## src/rtl/sprite_motion_ctrl.sv

```systemverilog
// sprite_motion_ctrl: frame-synchronous sprite motion for color_mapper.
// Applies the latest WASD/space direction command once per frame, steps the
// sprite centre and reflects it off the screen edges.
module sprite_motion_ctrl #(
    parameter int unsigned X_MIN    = 0,
    parameter int unsigned X_MAX    = 639,
    parameter int unsigned Y_MIN    = 0,
    parameter int unsigned Y_MAX    = 479,
    parameter int unsigned X_CENTER = 320,
    parameter int unsigned Y_CENTER = 240,
    parameter int unsigned STEP     = 1,
    parameter int unsigned SIZE     = 4
) (
    input  logic       Clk,
    input  logic       Reset,
    input  logic       frame_clk,
    input  logic [7:0] keycode,
    output logic [9:0] BallX,
    output logic [9:0] BallY,
    output logic [9:0] Ball_size,
    output logic       moving
);

    localparam int unsigned PW = 10;   // position width
    localparam int unsigned AW = 11;   // boundary arithmetic width

    localparam logic [AW-1:0] STEP_W = AW'(STEP);
    localparam logic [AW-1:0] REACH  = AW'(SIZE + STEP);
    localparam logic [AW-1:0] X_HI   = AW'(X_MAX);
    localparam logic [AW-1:0] Y_HI   = AW'(Y_MAX);
    localparam logic [AW-1:0] X_LO   = AW'(X_MIN + SIZE + STEP);
    localparam logic [AW-1:0] Y_LO   = AW'(Y_MIN + SIZE + STEP);

    // Direction state; DIR_NONE only ever appears in the pending-command register.
    typedef enum logic [2:0] {
        DIR_STOP  = 3'd0,
        DIR_UP    = 3'd1,
        DIR_DOWN  = 3'd2,
        DIR_LEFT  = 3'd3,
        DIR_RIGHT = 3'd4,
        DIR_NONE  = 3'd7
    } dir_e;

    logic          s1_q, s2_q, s3_q, s3_d;
    logic [1:0]    init_q, init_d;
    dir_e          pend_q, pend_d;
    dir_e          dir_q, dir_d;
    logic [PW-1:0] x_q, x_d, y_q, y_d;
    logic          moving_q, moving_d;

    logic          tick;
    logic          init_done;
    logic          key_hit;
    dir_e          key_dir;
    dir_e          dir_sel;
    dir_e          dir_fin;
    logic [AW-1:0] x_ext, y_ext;

    assign tick      = s2_q & ~s3_q;
    assign init_done = (init_q == 2'd2);
    assign x_ext     = {1'b0, x_q};
    assign y_ext     = {1'b0, y_q};

    // Keycode decode to a direction command.
    always_comb begin
        key_hit = 1'b1;
        key_dir = DIR_NONE;
        case (keycode)
            8'h1A:   key_dir = DIR_UP;
            8'h16:   key_dir = DIR_DOWN;
            8'h04:   key_dir = DIR_LEFT;
            8'h07:   key_dir = DIR_RIGHT;
            8'h2C:   key_dir = DIR_STOP;
            default: key_hit = 1'b0;
        endcase
    end

    // Next-state: pending command, synchroniser fill, direction, bounce and step.
    always_comb begin
        pend_d   = pend_q;
        dir_d    = dir_q;
        x_d      = x_q;
        y_d      = y_q;
        init_d   = init_done ? init_q : init_q + 2'd1;
        // Until s2 holds a real sample, s3 shadows s2's input so no edge is seen.
        s3_d     = init_done ? s2_q : s1_q;

        // A key on the tick edge survives into the next frame.
        if (key_hit) begin
            pend_d = key_dir;
        end else if (tick) begin
            pend_d = DIR_NONE;
        end

        dir_sel = (pend_q != DIR_NONE) ? pend_q : dir_q;
        dir_fin = dir_sel;
        case (dir_sel)
            DIR_RIGHT: if (x_ext + REACH > X_HI) dir_fin = DIR_LEFT;
            DIR_LEFT:  if (x_ext < X_LO)         dir_fin = DIR_RIGHT;
            DIR_DOWN:  if (y_ext + REACH > Y_HI) dir_fin = DIR_UP;
            DIR_UP:    if (y_ext < Y_LO)         dir_fin = DIR_DOWN;
            default:   dir_fin = dir_sel;
        endcase

        if (tick) begin
            dir_d = dir_fin;
            case (dir_fin)
                DIR_RIGHT: x_d = PW'(x_ext + STEP_W);
                DIR_LEFT:  x_d = PW'(x_ext - STEP_W);
                DIR_DOWN:  y_d = PW'(y_ext + STEP_W);
                DIR_UP:    y_d = PW'(y_ext - STEP_W);
                default:   x_d = x_q;
            endcase
        end

        moving_d = (dir_d != DIR_STOP);
    end

    // State register with asynchronous reset to the centred, stopped sprite.
    always_ff @(posedge Clk or posedge Reset) begin
        if (Reset) begin
            s1_q     <= 1'b0;
            s2_q     <= 1'b0;
            s3_q     <= 1'b0;
            init_q   <= 2'd0;
            pend_q   <= DIR_NONE;
            dir_q    <= DIR_STOP;
            x_q      <= PW'(X_CENTER);
            y_q      <= PW'(Y_CENTER);
            moving_q <= 1'b0;
        end else begin
            s1_q     <= frame_clk;
            s2_q     <= s1_q;
            s3_q     <= s3_d;
            init_q   <= init_d;
            pend_q   <= pend_d;
            dir_q    <= dir_d;
            x_q      <= x_d;
            y_q      <= y_d;
            moving_q <= moving_d;
        end
    end

    assign BallX     = x_q;
    assign BallY     = y_q;
    assign Ball_size = PW'(SIZE);
    assign moving    = moving_q;

endmodule
```

## config.mk

```make
export PLATFORM = sky130hd
export DESIGN_NAME = sprite_motion_ctrl
export DESIGN_NICKNAME = d
export VERILOG_FILES = /design/src/rtl/sprite_motion_ctrl.sv
export SDC_FILE = /design/constraint.sdc
export NUM_CORES = 1
export LEC_CHECK = 0
export BUFFER_PORTS_ARGS = -buffer_cell sky130_fd_sc_hd__buf_2
export CAP_MARGIN = 30
export CORE_MARGIN = 4
export CORE_UTILIZATION = 40
export DETAILED_ROUTE_END_ITERATION = 16
export PLACE_DENSITY = 0.7
export SLEW_MARGIN = 40
export SYNTH_ARGS = -nofsm -noshare
export SYNTH_HDL_FRONTEND = slang
export SYNTH_SLANG_ARGS = --single-unit
```

## constraint.sdc

```tcl
create_clock -name Clk -period 8.3 [get_ports Clk]
set_input_delay 0 -clock Clk [delete_from_list [all_inputs] [get_ports Clk]]
set_output_delay 0 -clock Clk [all_outputs]
set_load 0.05 [all_outputs]
```

# Yosys cells after proc, flatten, opt, wreduce, memory -nomap -nowiden
# Index checks and enable logic that the tools add are counted.
[classes]
n_addsub = 7
n_mul = 0
div = 0
n_lt_le_gt_ge = 4
eq_ne = 15
shifts = 0
muxes = 14
n_bitwise = 2
reduce_logical = 7
[op_table]
columns = ["operator", "count"]
rows = [
  ["10-bit one-hot mux with 2 select lines", 2],
  ["3-bit 2-to-1 mux", 8],
  ["10-bit by 3-bit adder with 11-bit output, second input constant", 2],
  ["10-bit by 1-bit adder with 10-bit output, second input constant", 2],
  ["10-bit by 3-bit less-than comparator with 1-bit output, second input constant", 2],
  ["10-bit by 1-bit subtractor with 10-bit output, second input constant", 2],
  ["8-bit by 3-bit == test with 1-bit output, second input constant", 2],
  ["8-bit by 5-bit == test with 1-bit output, second input constant", 2],
  ["3-bit one-hot mux with 5 select lines", 1],
  ["3-bit by 2-bit == test with 1-bit output, second input constant", 4],
  ["3-bit one-hot mux with 4 select lines", 1],
  ["11-bit by 10-bit greater-than comparator with 1-bit output, second input constant", 1],
  ["11-bit by 9-bit greater-than comparator with 1-bit output, second input constant", 1],
  ["8-bit by 6-bit == test with 1-bit output, second input constant", 1],
  ["3-bit by 1-bit == test with 1-bit output, second input constant", 2],
  ["3-bit == test, second input constant", 2],
  ["2-bit nonzero test", 3],
  ["5-bit OR reduction", 1],
  ["2-bit AND reduction", 2],
  ["3-bit != test, second input constant", 1],
  ["3-bit nonzero test", 1],
  ["2-bit by 1-bit adder with 2-bit output, second input constant", 1],
  ["2-bit == test, second input constant", 1],
  ["1-bit 2-to-1 mux", 2],
  ["other kinds (2)", 2],
]
[word_totals]
regBits = 32
latchBits = 0
ramBits = 0
rom_bits = 0
inputBits = 11
output_inout_bits = 31
elab_cells = 58
n_memories = 0

# Depth between registers and ports, before layout
# Gate-level depths: netlist of the first run.
[depth]
ltp_word = 7
mapped_depth = 15
ltp_nobuf = 15

# Worst setup path after synthesis of the first run
# Ideal clock, no wire load.
[synth_path]
path_type = "flip-flop to flip-flop"
from = "register y_q[0], in the netlist BallY[0]"
to = "register y_q[8], in the netlist BallY[8]"
setup_ns = 0.125
arrival_ns = 3.649
t_required_ns = 8.175
path_slack_ns = 4.526
stages_incl_launch_ff = 15
path_buffers = 0
synth_period_minus_slack_ns = 3.774
path_cell_list = "dfrtp_1 inv_1 ha_1 nor4b_1 or3_1 nand3_1 nand2_1 fa_1 a21o_1 a21oi_1 o21ai_0 a21oi_1 o21ai_0 xor2_1 mux2_2"
[synth_between]
elab_chain_cells = 7
word_cells_on_any_way = 13
cone_classes = "3 x add/sub; 2 x order compare; 2 x eq/ne; 4 x mux; 2 x reduce/logical"
[synth_lines]
columns = ["item", "line_no", "text"]
rows = [
  ["start, declared", "48", "logic [PW-1:0] x_q, x_d, y_q, y_d;"],
  ["start signal, assigned", "129", "y_q <= PW'(Y_CENTER);"],
  ["start signal, assigned", "139", "y_q <= y_d;"],
  ["10-bit by 3-bit adder with 11-bit output", "100", "DIR_DOWN: if (y_ext + REACH > Y_HI) dir_fin = DIR_UP;"],
  ["11-bit by 9-bit greater-than comparator with 1-bit output", "100", ""],
  ["3-bit 2-to-1 mux", "100", ""],
  ["3-bit one-hot mux with 4 select lines", "97", "case (dir_sel)"],
  ["3-bit by 1-bit == test with 1-bit output / 3-bit by 2-bit == test with 1-bit output (equally long branches)", "107", "case (dir_fin)"],
  ["2-bit nonzero test (no line)", "n/a", ""],
  ["2-bit AND reduction (no line)", "n/a", ""],
]
# Several ways; a longest one is shown, not always the timed one.
# A chain may end at the register's enable or synchronous reset.

# Final worst setup path of the first run
# Ends and elaborated chain as after synthesis.

==> results of run 1 <==
==> final cells by class <==
| class | instances | share of cell area (%) |
|---|---|---|
| Multi-Input combinational cell | 236 | 57.29 |
| Clock inverter | 1 | 0.1731 |
| Timing Repair Buffer | 35 | 6.664 |
| Tap cell | 77 | 3.332 |
| Clock buffer | 7 | 2.640 |
| Inverter | 14 | 1.817 |
| Sequential cell | 32 | 28.08 |
==> worst max-delay path: stages (launching register included) <==
cell and delay (ns):
dfrtp_1 0.47, ha_1 0.28, o211ai_1 0.22, mux2i_1 0.10, nor4_1 0.40, nand3_1 0.19
nand2_1 0.36, ha_1 0.36, a21o_1 0.17, a21oi_1 0.22, o21ai_0 0.13, a21oi_1 0.23
o21ai_0 0.16, xor2_1 0.16, mux2_2 0.27
==> cells in the mapped netlist, types with 3 or more instances <==
| library cell | count | area [um2] |
|---|---|---|
| nor3_1 | 7 | 35.03 |
| o21ai_0 | 20 | 100.1 |
| nand2_1 | 28 | 105.1 |
| ha_1 | 23 | 287.8 |
| o2111ai_1 | 4 | 35.03 |
| a31oi_1 | 4 | 25.02 |
| o211ai_1 | 4 | 30.03 |
| nand3_1 | 14 | 70.07 |
| or3_1 | 5 | 31.28 |
| nor4_1 | 4 | 25.02 |
| dfstp_2 | 9 | 236.5 |
| inv_1 | 14 | 52.55 |
| xnor2_1 | 14 | 122.6 |
| nor2_1 | 12 | 45.04 |
| nand3b_1 | 3 | 22.52 |
| mux2i_1 | 3 | 30.03 |
| a21o_1 | 3 | 22.52 |
| a21oi_1 | 19 | 95.09 |
| buf_4 | 10 | 75.07 |
| dfrtp_1 | 23 | 575.6 |
| nor2b_1 | 6 | 37.54 |
| mux2_2 | 9 | 101.4 |
| xor2_1 | 6 | 52.55 |
==> sequential cells by signal, indices dropped and copies added, names as in the netlist <==
signal  count
dir_q       3
s3_q        1
pend_q      3
init_q      2
moving      1
s2_q        1
s1_q        1
BallX      10
BallY      10
==> routing by layer <==
layer | track usage, % | wire (um) | vias up
li1 | - | - | 1102
met1 | 19.23 | 2548 | 1038
met2 | 25.22 | 2620 | 33
met3 | 3.445 | 206 | 4
met4 | 3.846 | 34 | 0
met5 | 0 | 0 | -
==> power groups by stage <==
stage                     Combinational [mW]  Clock [mW]  Sequential, mW
after global placement                 0.249           0           0.233
final                                  0.255       0.116           0.230
after detailed placement               0.254           0           0.233
after CTS                              0.257       0.121           0.231
after global routing                   0.286       0.128           0.238
after floorplan                        0.153           0           0.277
==> metrics by stage <==
step / instances / cell area, um2 / hold slack [ns] / utilization, %
6_report: 402 / 2892 / 0.03925 / 45.80
5_1_grt: 402 / 2892 / 0.04400 / 45.80
4_1_cts: 402 / 2892 / 0.02763 / 45.80
3_5_place_dp: 391 / 2780 / 0.1131 / 44.03
3_3_place_gp: 391 / 2776 / 0.1060 / 43.98
2_1_floorplan: 296 / 2620 / 0.03143 / -
==> kinds of logic (layout without fill, tap and decap cells) <==
kind of cell,count (synthesis),after routing,share of synthesized area (%)
other cells,2,10,0.2900
flops,32,32,31.35
fa+ha+maj,25,25,12.66
buf+inv,28,57,5.990
simple gates,96,96,19.42
compound gates,73,73,18.45
xor+xnor,20,20,6.763
mux,12,12,5.073
==> how the worst min path moves through the flow <==
stage                            endpoint  slack (ns)  cells past startpoint
floorplan                  s1_q$_DFF_PP0_        0.03                      0
global placement     BallY[8]$_DFFE_PP0P_        0.11                      3
detailed placement   BallY[8]$_DFFE_PP0P_        0.11                      3
CTS                 pend_q[0]$_DFFE_PP1P_        0.03                      4
global route        pend_q[0]$_DFFE_PP1P_        0.04                      4
finish              pend_q[0]$_DFFE_PP1P_        0.04                      4
==> flow_metrics.py, run 1 <==
metrics = {
    "placement": {
        "gp_congestion": 0.8430,
        "post-place-ws_ns": 4.511,
        "dp_hpwl_um": 4033,
        "port_buffers": 31,
    },
    "power": {
        "combPwrFrac_pct": 42.4,
        "p_sw_mw": 0.2681,
        "pwr-share-clk_pct": 19.3,
        "seq_power_share_pct": 38.4,
        "irDropWorstVdd_mv": 0.1580,
        "powerDensity_mw_per_mm2": 207.8,
        "power_leakage_nw": 1.391,
        "p_total_mw": 0.6009,
        "p_sw_share_pct": 44.62,
        "p_int_mw": 0.3328,
    },
    "flow_run": {
        "max-cap-violations": 0,
    },
    "sta": {
        "setup_slack_ns": 4.476,
        "period_minus_slack_ns": 3.824,
        "rsz0062_at_grt": "false",
        "finalSetupTns_ns": 0,
        "hold_viol_final": 0,
        "period_share_pct": 46.08,
        "max_freq_ghz": 0.2615,
        "final_max_slew_viol_count": 0,
        "clock_skew_ns": 0.006063,
        "tightest_slew_ns": 0.6347,
        "finalSetupViolCount": 0,
        "max_slew_margin_pct": 57.68,
    },
    "cells_and_area": {
        "seq_area_um2": 812.0,
        "multi_input_area_mm2": 0.001657,
        "final_cell_mix": "buf_2 (31), nand2_1 (28), dfrtp_1 (23), ha_1 (23), o21ai_0 (20)",
        "layout-area-overhead-vs-synth_pct": 11.64,
        "final_common_cell": "buf_2",
        "drive_gt1_share_pct": 19.69,
        "nets": 360,
        "antennaDiodeCount": 0,
        "nFillCells": 636,
    },
    "floorplanning": {
        "io_pins": 42,
        "core.rowCount": 29,
        "coreArea_mm2": 0.006314,
        "die-area_mm2": 0.007826,
        "die_w_um": 88.47,
        "die_h_um": 88.47,
        "initial_core_util_pct": 41.02,
    },
    "route": {
        "dr_total_vias": 2177,
        "drcViolationCount": 0,
        "routed_wl_um": 5408,
        "viasPerCell": 5.415,
        "drt_iter0_markers": 86,
        "drtAntennaViolNets": 0,
        "post_drt_wl_per_cell_um": 13.45,
        "dr.pass1.iters": 4,
    },
    "worst_setup_path": {
        "r2r-start": "BallY[0]$_DFFE_PP0P_",
        "r2r-end": "BallY[8]$_DFFE_PP0P_",
        "critPathMaxFanout": 10,
        "ff2ff_setup_slack_ns": 4.48,
        "worstSetupStartpoint": "BallY[0]$_DFFE_PP0P_",
        "critPathLaunchType": "flip-flop",
        "critical_path_class": "flip-flop to flip-flop",
        "cp.required_ns": 8.47,
        "r2r_cells": 14,
        "crit_arrival_ns": 3.99,
        "crit_path_end": "BallY[8]$_DFFE_PP0P_",
        "cp-end-kind": "flip-flop",
    },
    "cts": {
        "cts_setup_buffers": 0,
        "ctsResizeCount": 0,
        "path_clk_slew_ns": 0.07,
        "cts_hold_buf": 3,
        "cts_root_buf": "clkbuf_8",
        "clock_path_buffers": 2,
        "tritoncts": "yes",
        "cts_max_level": 2,
        "numCtsBuffers": 5,
        "cts.sinks": 32,
        "clk_latency_ns": 0.28,
    },
    "global_routing": {
        "grt_max_degree": 33,
        "grt_usage_pct": 14.92,
        "first_global_vias": 2068,
        "grt_pass1_wl_um": 9335,
        "grt.overflow.total": 0,
        "antenna_found_initial": 0,
    },
    "synthesis": {
        "synthDistinctLibCells": 58,
        "syn_area_mm2": 0.002590,
        "synth-async-reset-ratio_pct": 100.0,
        "ys.flop_type": "dfrtp_1",
        "avgSynthCellArea_um2": 8.993,
        "synth_cells": 288,
        "synth_seq_cells": 32,
        "yosys_warnings": 0,
        "synth_edf_count": 0,
        "ys_seq_area_share_pct": 31.35,
    },
    "run_status": {
        "status": "finished, final reports clean",
    },
    "worst_hold_path": {
        "hp-class": "input port to flip-flop",
        "worstHoldStart": "keycode[0]",
    },
}
(Power assumes the default switching activity.)
==> run 2: changes to the inputs <==
==> constraint.sdc (replaced) <==
create_clock -name Clk -period 3.9 [get_ports Clk]
set_input_delay 0 -clock Clk [delete_from_list [all_inputs] [get_ports Clk]]
set_output_delay 0 -clock Clk [all_outputs]
set_load 0.05 [all_outputs]
==> flow_metrics.py, run 2 (synthesis gave the netlist of run 1 again) <==
metrics = {
    "run_status": {
        "status": "finished, final reports clean",
    },
    "power": {
        "power_leakage_nw": 1.407,
        "irDropWorstVdd_mv": 0.2700,
        "p_total_mw": 1.369,
        "powerDensity_mw_per_mm2": 462.1,
    },
    "cells_and_area": {
        "antennaDiodeCount": 0,
        "final_common_cell": "buf_2",
        "layout-area-overhead-vs-synth_pct": 14.40,
        "drive_gt1_share_pct": 22.56,
        "nFillCells": 610,
        "nets": 363,
        "stdcell_count": 405,
        "final_cell_area_mm2": 0.002963,
        "fin_util_pct": 46.93,
        "final_cell_mix": "buf_2 (31), nand2_1 (27), ha_1 (23)",
    },
    "route": {
        "dr_total_vias": 2217,
        "routed_wl_um": 5538,
        "drtAntennaViolNets": 0,
        "drt_iter0_markers": 99,
        "viasPerCell": 5.474,
        "drcViolationCount": 0,
        "dr.pass1.iters": 4,
        "post_drt_wl_per_cell_um": 13.67,
    },
    "global_routing": {
        "grt_max_degree": 33,
        "first_global_vias": 2166,
        "antenna_found_initial": 0,
        "grt_pass1_wl_um": 9515,
        "grt_usage_pct": 15.22,
        "grt.overflow.total": 0,
    },
    "sta": {
        "clock_skew_ns": 0.004462,
        "setup_slack_ns": 0.3266,
        "max_slew_margin_pct": 58.40,
        "period_minus_slack_ns": 3.573,
        "finalSetupTns_ns": 0,
        "tightest_slew_ns": 0.6239,
        "final_max_slew_viol_count": 0,
        "hold_viol_final": 0,
        "finalSetupViolCount": 0,
        "max_freq_ghz": 0.2798,
        "rsz0062_at_grt": "false",
        "fin_hold_ws_ns": 0.02246,
        "period_share_pct": 91.63,
    },
    "floorplanning": {
        "coreArea_mm2": 0.006314,
        "die-area_mm2": 0.007826,
        "core.rowCount": 29,
        "die_w_um": 88.47,
        "die_h_um": 88.47,
        "initial_core_util_pct": 41.02,
        "io_pins": 42,
    },
    "flow_run": {
        "max-cap-violations": 0,
    },
    "placement": {
        "postPlaceCellArea_mm2": 0.002803,
        "post-place-ws_ns": 0.2503,
        "dp_hpwl_um": 4147,
        "port_buffers": 31,
        "gp_congestion": 0.8347,
        "placedCellCount": 394,
    },
    "worst_setup_path": {
        "cp-end-kind": "flip-flop",
        "critical_path_class": "flip-flop to flip-flop",
        "crit_arrival_ns": 3.78,
        "critPathLaunchType": "flip-flop",
        "cp.required_ns": 4.11,
        "critPathMaxFanout": 10,
    },
    "cts": {
        "cts_max_level": 2,
        "cts_setup_buffers": 0,
        "cts_root_buf": "clkbuf_8",
        "cts.sinks": 32,
        "tritoncts": "yes",
        "clock_path_buffers": 2,
        "numCtsBuffers": 5,
        "path_clk_slew_ns": 0.07,
        "clk_latency_ns": 0.28,
    },
    "worst_hold_path": {
        "hp-class": "input port to flip-flop",
    },
}
==> run 2: changes by cell type in the layout (fill, tap and decap cells not counted), sizes merged <==
cell      previous run  this run
buf                 32        35
bufinv               0         1
clkbuf               7         6
clkinvlp             0         1
inv                 14        13
==> run 2: what timing repair did <==
| item | CTS | global route |
|---|---|---|
| endpoints found under the setup margin | 0 | 3 |
| hold buffers | 3 | 0 |
| resized for setup | 0 | 6 |
| hold endpoints to repair | 25 | 0 |
==> run 2: layout make-up <==
cell class / instances / area (um2) / share of cell area [%]
clock buffers: 6 / 72.57 / 2.449
clock inverters: 2 / 35.03 / 1.182
inverters: 14 / 56.30 / 1.900
multi-input cells: 236 / 1673 / 56.46
flip-flops and latches: 32 / 814.5 / 27.49
well taps: 77 / 96.34 / 3.252
repair buffers: 38 / 215.2 / 7.264
==> run 2: routing by layer <==
metal | track usage [%] | up-vias | routed length [um]
li1 | - | 1110 | -
met1 | 19.75 | 1047 | 2610
met2 | 24.75 | 50 | 2605
met3 | 3.538 | 10 | 242
met4 | 5.632 | 0 | 79
met5 | 0 | - | 0
==> run 2: worst paths after layout <==
path                                           start                    end  slack [ns]  cells past startpoint
worst max-delay path            BallX[1]$_DFFE_PP0P_   BallX[8]$_DFFE_PP1P_        0.33                     14
worst min-delay path                      keycode[0]  pend_q[0]$_DFFE_PP1P_        0.02                      4
worst max register to register  BallX[1]$_DFFE_PP0P_   BallX[8]$_DFFE_PP1P_        0.33                     14
worst min register to register        s1_q$_DFF_PP0_         s2_q$_DFF_PP0_        0.37                      0
max in group asynchronous                      Reset   BallY[4]$_DFFE_PP1P_        3.21                      4
min in group asynchronous                      Reset   BallX[7]$_DFFE_PP0P_        0.36                      4
==> run 2: critical path, cell delays in order, from the launching register on <==
cell	delay, ns
dfrtp_1	0.47
ha_1	0.27
and4bb_2	0.30
nand4_1	0.14
a32oi_2	0.24
a31o_2	0.18
clkinvlp_4	0.24
fa_1	0.48
a21o_1	0.20
a21oi_1	0.21
o21ai_0	0.12
a21oi_1	0.22
o21ai_0	0.14
xnor2_1	0.13
o21ai_0	0.15
==> run 2: power by group <==
part	internal (mW)	leakage (nW)	switching (mW)
Combinational	0.211	0.977	0.359
Clock	0.189	0.0552	0.123
Sequential	0.387	0.375	0.100
==> run 3: changes to the inputs <==
--- a/config.mk
+++ b/config.mk
@@ -7,10 +7,12 @@
 export LEC_CHECK = 0
 export BUFFER_PORTS_ARGS = -buffer_cell sky130_fd_sc_hd__buf_2
 export CAP_MARGIN = 30
+export CORE_ASPECT_RATIO = 0.9
 export CORE_MARGIN = 4
-export CORE_UTILIZATION = 40
+export CORE_UTILIZATION = 30
+export CTS_CLUSTER_DIAMETER = 30
 export DETAILED_ROUTE_END_ITERATION = 16
-export PLACE_DENSITY = 0.7
+export PLACE_DENSITY = 0.58
 export SLEW_MARGIN = 40
 export SYNTH_ARGS = -nofsm -noshare
 export SYNTH_HDL_FRONTEND = slang
==> flow_metrics.py, run 3 (synthesis gave the netlist of run 1 again) <==
metrics = {
    "cells_and_area": {
        "multi_input_area_mm2": 0.001659,
        "final_common_cell": "buf_2",
        "nFillCells": 861,
        "layout-area-overhead-vs-synth_pct": 16.72,
        "drive_gt1_share_pct": 22.66,
        "antennaDiodeCount": 0,
        "seq_area_um2": 814.5,
        "nets": 366,
        "fin_util_pct": 36.76,
        "final_cell_mix": "buf_2 (31), nand2_1 (28), ha_1 (23)",
    },
    "cts": {
        "tritoncts": "yes",
        "cts_max_level": 2,
        "cts_root_buf": "clkbuf_8",
        "cts.sinks": 32,
        "clock_path_buffers": 2,
        "numCtsBuffers": 5,
        "path_clk_slew_ns": 0.08,
        "clk_latency_ns": 0.29,
    },
    "route": {
        "drt_iter0_markers": 123,
        "drtAntennaViolNets": 0,
        "drcViolationCount": 0,
        "dr_total_vias": 2226,
        "dr.pass1.iters": 4,
        "viasPerCell": 4.991,
        "routed_wl_um": 5750,
        "post_drt_wl_per_cell_um": 12.89,
    },
    "placement": {
        "gp_congestion": 0.8330,
        "dp_hpwl_um": 4384,
        "port_buffers": 31,
        "post-place-ws_ns": 0.2317,
    },
    "global_routing": {
        "grt_usage_pct": 11.81,
        "grt_max_degree": 33,
        "met1_usage_pct": 15.59,
        "grt_pass1_wl_um": 9791,
        "first_global_vias": 2092,
        "busiest_layer": "met2",
        "use_met3_pct": 2.683,
        "antenna_found_initial": 0,
        "use_met2_pct": 19.11,
        "grt.overflow.total": 0,
    },
    "run_status": {
        "status": "finished, final reports clean",
    },
    "floorplanning": {
        "die_w_um": 105.9,
        "coreArea_mm2": 0.008223,
        "initial_core_util_pct": 31.50,
        "io_pins": 42,
        "core.rowCount": 31,
        "die_h_um": 96.15,
        "die-area_mm2": 0.01019,
    },
    "sta": {
        "setup_slack_ns": 0.3232,
        "final_max_slew_viol_count": 0,
        "clock_skew_ns": 0.004176,
        "finalSetupTns_ns": 0,
        "max_freq_ghz": 0.2796,
        "period_minus_slack_ns": 3.577,
        "finalSetupViolCount": 0,
        "hold_viol_final": 0,
        "rsz0062_at_grt": "false",
        "period_share_pct": 91.71,
    },
    "worst_setup_path": {
        "critPathLaunchType": "flip-flop",
        "critical_path_class": "flip-flop to flip-flop",
        "critical_path.top_delay_family": "compound AO/OA/AOI/OAI gates",
        "cp.required_ns": 4.08,
        "worstPathCellList": "ha_1, nor4_1, nand2_1, a32oi_1, nand2_1, fa_1, a21o_1, a21oi_1, o21ai_0, a21oi_1, o21ai_0, xor2_1, mux2_2",
        "crit_arrival_ns": 3.75,
        "critPathMaxFanout": 7,
        "cp-end-kind": "flip-flop",
        "slowest_stage": "dfrtp_2",
        "slowest_delay_ns": 0.48,
        "path_buf_inv": 0,
    },
    "power": {
        "power_leakage_nw": 1.420,
        "p_sw_mw": 0.5975,
        "p_sw_share_pct": 43.19,
        "seq_power_share_pct": 35.1,
        "pwr-share-clk_pct": 23.9,
        "irDropWorstVdd_mv": 0.1975,
        "p_int_mw": 0.7860,
        "combPwrFrac_pct": 41.0,
        "powerDensity_mw_per_mm2": 457.7,
    },
    "worst_hold_path": {
        "hp-class": "input port to flip-flop",
    },
    "flow_run": {
        "max-cap-violations": 0,
    },
}
## run 3: repair_timing
item,in CTS,in global routing
endpoints found under the hold margin,25,0
gates resized for setup,0,4
hold buffers,3,0
endpoints found under the setup margin,0,3
buffers inserted,0,2
## run 3: cell type report
| cell class | count | area share (%) |
|---|---|---|
| Clock buffer | 5 | 2.276 |
| Clock inverter | 3 | 1.407 |
| Inverter | 14 | 1.863 |
| Multi-Input combinational cell | 236 | 54.88 |
| Sequential cell | 32 | 26.95 |
| Tap cell | 115 | 4.760 |
| Timing Repair Buffer | 41 | 7.864 |
## run 3: per-layer routing
layer	wire, um	part of all wire, %
met3	326	5.7
met4	88	1.5
met1	2701	47
met5	0	0
met2	2634	46
## run 3: final timing paths
path | startpoint | slack, ns | to | cells past startpoint
worst max register to register | BallY[0]$_DFFE_PP0P_ | 0.32 | BallY[8]$_DFFE_PP0P_ | 13
worst max-delay path | BallY[0]$_DFFE_PP0P_ | 0.32 | BallY[8]$_DFFE_PP0P_ | 13
worst min register to register | s1_q$_DFF_PP0_ | 0.38 | s2_q$_DFF_PP0_ | 0
min in group asynchronous | Reset | 0.33 | init_q[0]$_DFFE_PP0N_ | 4
worst min-delay path | keycode[3] | 0.02 | pend_q[0]$_DFFE_PP1P_ | 4
max in group asynchronous | Reset | 3.23 | BallX[8]$_DFFE_PP1P_ | 4
## run 3: metrics by stage
step,power (mW),hold slack (ns),instances,cell area (um2)
after floorplan,0.9145,0.03143,296,2620
after global placement,1.049,0.1166,433,2854
after detailed placement,1.061,0.1154,433,2854
after CTS,1.399,0.01472,444,2995
after global routing,1.489,0.04685,446,3023
final,1.384,0.01750,446,3023
## run 3: power by group through the flow
| stage | Combinational [mW] | Sequential, mW | Clock [mW] |
|---|---|---|---|
| floorplan | 0.326 | 0.589 | 0 |
| global placement | 0.561 | 0.488 | 0 |
| detailed placement | 0.567 | 0.494 | 0 |
| CTS | 0.572 | 0.487 | 0.340 |
| global route | 0.629 | 0.503 | 0.357 |
| finish | 0.567 | 0.486 | 0.330 |
## run 3: worst register-to-register path, stage by stage (launching register included)
cell and delay [ns]:
dfrtp_2 0.48, ha_1 0.26, nor4_1 0.30, nand2_1 0.12, a32oi_1 0.30, nand2_1 0.22
fa_1 0.45, a21o_1 0.19, a21oi_1 0.21, o21ai_0 0.12, a21oi_1 0.25, o21ai_0 0.15
xor2_1 0.15, mux2_2 0.27
